File: config.mk
export PLATFORM = sky130hd
export DESIGN_NAME = dsi_link_sequencer
export DESIGN_NICKNAME = d
export VERILOG_FILES = /design/src/rtl/dsi_pkg.sv /design/src/rtl/dsi_down_counter.sv /design/src/rtl/dsi_link_sequencer.sv
export SDC_FILE = /design/constraint.sdc
export NUM_CORES = 1
export LEC_CHECK = 0
export CAP_MARGIN = 0
export CORE_MARGIN = 4
export CORE_UTILIZATION = 58
export DETAILED_ROUTE_END_ITERATION = 16
export DONT_BUFFER_PORTS = 1
export PLACE_DENSITY = 0.86
export SLEW_MARGIN = 20
export SYNTH_ARGS = -nofsm -noshare
export SYNTH_HDL_FRONTEND = slang
export SYNTH_SLANG_ARGS = --single-unit
File: constraint.sdc
create_clock -name sys_clk -period 2.3 [get_ports sys_clk]
set_input_delay 0.345 -clock sys_clk [delete_from_list [all_inputs] [get_ports sys_clk]]
set_output_delay 0.345 -clock sys_clk [all_outputs]
set_load 0.03 [all_outputs]
File: src/rtl/dsi_pkg.sv
// Shared types and constants for the DSI link power sequencer.
package dsi_pkg;

    localparam int DSI_SEQ_TMO_W_DEFAULT = 16;

    typedef enum logic [2:0] {
        ST_IDLE        = 3'd0,
        ST_CLK_START   = 3'd1,
        ST_SETTLE      = 3'd2,
        ST_LINES_START = 3'd3,
        ST_STREAM      = 3'd4,
        ST_DRAIN       = 3'd5,
        ST_LINES_STOP  = 3'd6,
        ST_CLK_STOP    = 3'd7
    } dsi_link_state_t;

    // States that wait on a dsi_core handshake and are guarded by the timeout.
    function automatic logic dsi_is_wait(input dsi_link_state_t s);
        return (s == ST_CLK_START) || (s == ST_LINES_START) || (s == ST_DRAIN) ||
               (s == ST_LINES_STOP) || (s == ST_CLK_STOP);
    endfunction

endpackage

File: src/rtl/dsi_down_counter.sv
// Loadable down counter that saturates at zero; zero flag is combinational.
module dsi_down_counter #(
    parameter int WIDTH = 8
) (
    input  logic             i_clk,
    input  logic             i_rst_n,
    input  logic             i_load,
    input  logic [WIDTH-1:0] i_value,
    input  logic             i_en,
    output logic             o_zero
);
    logic [WIDTH-1:0] r_cnt;

    always_ff @(posedge i_clk) begin
        if (!i_rst_n)
            r_cnt <= '0;
        else if (i_load)
            r_cnt <= i_value;
        else if (i_en && (r_cnt != '0))
            r_cnt <= r_cnt - 1'b1;
    end

    assign o_zero = (r_cnt == '0);

endmodule

File: src/rtl/dsi_link_sequencer.sv
// Link power-up/down sequencer driving the dsi_core clock/lines/streaming enables.
module dsi_link_sequencer
    import dsi_pkg::*;
#(
    parameter int TMO_W    = DSI_SEQ_TMO_W_DEFAULT,
    parameter int SETTLE_W = 8
) (
    input  logic                sys_clk,
    input  logic                sys_rst_n,
    input  logic                link_start,
    input  logic [TMO_W-1:0]    timeout_cycles,
    input  logic [SETTLE_W-1:0] settle_cycles,
    input  logic                err_clear,
    input  logic                clock_ready,
    input  logic                lines_ready,
    input  logic                lines_active,
    input  logic [3:0]          lanes_fifo_empty,
    output logic                clock_enable,
    output logic                lines_enable,
    output logic                streaming_enable,
    output logic                link_up,
    output logic                busy,
    output logic                timeout_err,
    output logic [2:0]          state
);
    dsi_link_state_t r_state;
    dsi_link_state_t w_next;
    logic            r_tmo_armed;
    logic            r_clock_enable, r_lines_enable, r_streaming_enable;
    logic            r_link_up, r_busy, r_timeout_err;
    logic            w_tmo_zero, w_tmo_load, w_tmo_fire;
    logic            w_settle_zero, w_settle_load;
    logic [TMO_W-1:0]    w_tmo_value;
    logic [SETTLE_W-1:0] w_settle_value;

    // Counters are loaded with N-1 so the state is left on the edge after N cycles.
    assign w_tmo_value    = (timeout_cycles == '0) ? '0 : timeout_cycles - 1'b1;
    assign w_settle_value = (settle_cycles == '0)  ? '0 : settle_cycles - 1'b1;
    assign w_tmo_load     = (w_next != r_state) && dsi_is_wait(w_next);
    assign w_settle_load  = (r_state == ST_CLK_START) && (w_next == ST_SETTLE);

    dsi_down_counter #(.WIDTH(TMO_W)) u_tmo_cnt (
        .i_clk   (sys_clk),
        .i_rst_n (sys_rst_n),
        .i_load  (w_tmo_load),
        .i_value (w_tmo_value),
        .i_en    (dsi_is_wait(r_state)),
        .o_zero  (w_tmo_zero)
    );

    dsi_down_counter #(.WIDTH(SETTLE_W)) u_settle_cnt (
        .i_clk   (sys_clk),
        .i_rst_n (sys_rst_n),
        .i_load  (w_settle_load),
        .i_value (w_settle_value),
        .i_en    (r_state == ST_SETTLE),
        .o_zero  (w_settle_zero)
    );

    always_comb begin
        w_next     = r_state;
        w_tmo_fire = 1'b0;
        case (r_state)
            ST_IDLE:        if (link_start && !r_timeout_err) w_next = ST_CLK_START;
            ST_CLK_START:   if (!link_start) w_next = ST_CLK_STOP;
                            else if (clock_ready) w_next = ST_SETTLE;
            ST_SETTLE:      if (!link_start) w_next = ST_LINES_STOP;
                            else if (w_settle_zero) w_next = ST_LINES_START;
            ST_LINES_START: if (!link_start) w_next = ST_LINES_STOP;
                            else if (lines_ready) w_next = ST_STREAM;
            ST_STREAM:      if (!link_start) w_next = ST_DRAIN;
            ST_DRAIN:       if ((&lanes_fifo_empty) && !lines_active) w_next = ST_LINES_STOP;
            ST_LINES_STOP:  if (!lines_ready) w_next = ST_CLK_STOP;
            ST_CLK_STOP:    if (!clock_ready) w_next = ST_IDLE;
            default:        w_next = ST_IDLE;
        endcase
        // A disarmed counter (timeout_cycles == 0) never fires.
        if (dsi_is_wait(r_state) && r_tmo_armed && w_tmo_zero && (w_next == r_state)) begin
            w_tmo_fire = 1'b1;
            w_next     = ST_IDLE;
        end
    end

    always_ff @(posedge sys_clk) begin
        if (!sys_rst_n) begin
            r_state            <= ST_IDLE;
            r_tmo_armed        <= 1'b0;
            r_clock_enable     <= 1'b0;
            r_lines_enable     <= 1'b0;
            r_streaming_enable <= 1'b0;
            r_link_up          <= 1'b0;
            r_busy             <= 1'b0;
            r_timeout_err      <= 1'b0;
        end else begin
            r_state            <= w_next;
            if (w_tmo_load)
                r_tmo_armed    <= (timeout_cycles != '0);
            r_clock_enable     <= (w_next != ST_IDLE) && (w_next != ST_CLK_STOP);
            r_lines_enable     <= (w_next == ST_LINES_START) || (w_next == ST_STREAM) ||
                                  (w_next == ST_DRAIN);
            r_streaming_enable <= (w_next == ST_STREAM);
            r_link_up          <= (w_next == ST_STREAM);
            r_busy             <= (w_next != ST_IDLE);
            if (w_tmo_fire)
                r_timeout_err  <= 1'b1;
            else if (err_clear)
                r_timeout_err  <= 1'b0;
        end
    end

    assign clock_enable     = r_clock_enable;
    assign lines_enable     = r_lines_enable;
    assign streaming_enable = r_streaming_enable;
    assign link_up          = r_link_up;
    assign busy             = r_busy;
    assign timeout_err      = r_timeout_err;
    assign state            = r_state;

endmodule
==> reports/metrics.cfg <==
[yosys]
synth_edf_count=0
synthFlopType=dfxtp_1
yosysWarnings=0
synth_area_per_cell_um2=7.99
syn_area_um2=2620
syn_inst=328
yosysTopAreaCell=dfxtp_1
synth-seq-cells=33
synth_nets=368
async_reset_ff_share_pct=0
yosysUniqueCellTypes=63
synthTopCellsByArea=dfxtp_1 (25%), nand2_1 (6.0%), xor2_1 (6.0%)
synth_top_area_share_pct=25.2
synth_most_common_cell=nand2_1
yosysSeqAreaShare_pct=25.2
synth_commonest_cells=nand2_1 (42), dfxtp_1 (33), nor2_1 (21), xor2_1 (18), a21oi_1 (17)

[sta]
hold_viol=0
setup_slack_ns=-0.153
fin_crit_sh_pct=107
slew_viol_final=0
holdWs_ns=0.172
finalSetupViolations=21
period_needed_ns=2.45
rsz0062_at_grt=yes
worst_pin_slew_ns=0.587
fmax_mhz=408
fin_skew_ns=0.0116
setup-tns-final_ns=-2.39
slew_headroom_pct=60.8

[global_route]
antenna_found_initial=0
first_global_vias=2552
grt_max_degree=31
grt_overflow=0
grtUsageTotal_pct=24.9
grt_pass1_wl_um=11000

[worst_setup_path]
cp_slowest_cell=or3_4
cp.required_ns=2.48
end_kind=register
reg2regPathDepth=9
cp_cell_sequence=inv_2 -> ha_4 -> nor4b_4 -> nand4b_1 -> nor3_2 -> nand3b_1 -> nor4b_4 -> or3_4 -> mux2_4
path_max_fanout=4
cp_slowest_stage_delay_ns=0.40
arrival_ns=2.63
crit_type=register to register
critPathLaunchType=register
critical_path.most_common_cell=nor4b_4

[die]
die_area_um2=5660
start_util_pct=60.2
dieHeight_um=75.2
io_pins=44
coreArea_um2=4350
rows=24
die_w_um=75.2

[clock_network]
cts_tree=built
cts_hold_buf=0
clkTransAtPathRegs_ns=0.07
cts.sinks=33
htree_levels=2
cts_buffer_depth=2
insertion_delay_ns=0.30
numCtsBuffers=5
cts_root_buf=clkbuf_8

[detailed_routing]
route.vias.total=2623
antenna_left=0
drt_first_pass_iters=6
first_iter_violations=221
routedWlPerCell_um=16.4
drc_errors=0
viasPerCell=6.20
drt_wl_total_um=6930

[placement]
dp.final_hpwl_um=4940
io_buffers=0
placed_cell_area_um2=2970
post-place-ws_ns=-0.0938
gp_congestion=0.950

[power_and_ir_drop]
total_power_w=0.00373
ir_drop_mv=0.573
power.density_nw_per_um2=1190
power_leakage_nw=1.36

[layout]
fin_nets=410
area_delta_synth_final_pct=20.2
antenna_cells=0
stdcell_area_um2=3150
final_layout_size_suffix_gt1_share_pct=24.0

[min_path]
min_path_cells=2
hold_class=primary input to register

[status]
status=complete, but fails checks
violations=negative setup slack

[job]
drv_cap=0

[report_power, final]
part	leakage (nW)	switching, W	total [W]	internal [W]
combinational	1.04	0.00109	0.00225	0.00116
clock	0.0450	0.000212	0.000422	0.000209
sequential	0.273	0.000271	0.00106	0.000788
[cells by family (layout without fill, tap and decap cells)]
family | count (synthesis) | after routing | synth area share (%)
multiplexers | 18 | 18 | 7.07
adder cells (fa/ha/maj) | 5 | 5 | 2.39
buffers and inverters | 28 | 70 | 5.78
AND/OR/NAND/NOR | 153 | 153 | 32.6
flip-flops | 33 | 33 | 25.2
AO/OA/AOI/OAI | 59 | 60 | 16.2
XOR/XNOR | 32 | 32 | 10.7
[state kept, by name, summed over array words and instances, names as in the netlist]
register	flops
busy	1
lines_enable	1
r_tmo_armed	1
timeout_err	1
state	3
clock_enable	1
link_up	1
u_tmo_cnt.r_cnt	16
u_settle_cnt.r_cnt	8
[layout make-up]
| class | instances | area [µm²] |
|---|---|---|
| clock buffer | 6 | 72.6 |
| clock inverter | 2 | 10.0 |
| fill | 322 | 1210 |
| inverter | 14 | 52.6 |
| multi-input combinational | 268 | 1900 |
| sequential | 33 | 672 |
| tap | 52 | 65.1 |
| timing repair buffer | 48 | 372 |
[layout by cell type (no fill, tap or decap), drive strengths merged, types with 9 or more instances in the layout]
cell type / synthesis / routed
a21oi: 17 / 17
buf: 9 / 48
dfxtp: 33 / 33
inv: 14 / 14
mux2i: 14 / 14
nand2: 42 / 42
nand2b: 9 / 9
nand3: 12 / 12
nor2: 21 / 21
nor3: 16 / 16
nor4: 10 / 10
xnor2: 14 / 14
xor2: 18 / 18
[layer usage]
metal,vias to the layer above,routed length [µm],GRT usage (%)
li1,1265,-,-
met1,1241,2720,28.6
met2,96,3620,45.1
met3,21,401,4.67
met4,0,193,10.3
met5,-,0,0
[per-stage QoR]
| stage | std cells | util (%) |
|---|---|---|
| detailed placement | 412 | 68.2 |
| floorplan | 328 | - |
| CTS | 420 | 70.6 |
| finish | 423 | 72.3 |
| global placement | 412 | 68.2 |
| global route | 423 | 72.3 |
[critical path: cells and delay by family (launching register included)]
kind | cells | cell delay (ns)
and+or+nand+nor | 6 | 1.50
DFF | 1 | 0.32
muxes | 1 | 0.31
adders and majority gates | 1 | 0.14
buffers and inverters | 1 | 0.07
[final timing paths]
| path | start | end | slack [ns] |
|---|---|---|---|
| max | u_tmo_cnt.r_cnt[0] | u_tmo_cnt.r_cnt[9] | -0.15 |
| min | sys_rst_n | u_tmo_cnt.r_cnt[10] | 0.17 |
| max reg2reg | u_tmo_cnt.r_cnt[0] | u_tmo_cnt.r_cnt[9] | -0.15 |
| min reg2reg | r_tmo_armed | r_tmo_armed | 0.49 |
[what timing repair did]
item                       4_1_cts  5_1_grt
setup endpoints to repair       18       27
pin swaps                        0       12
buffers inserted                 0        2
resized for setup                4       14
cloned                           0        1
Power figures use the tool's default switching activity.
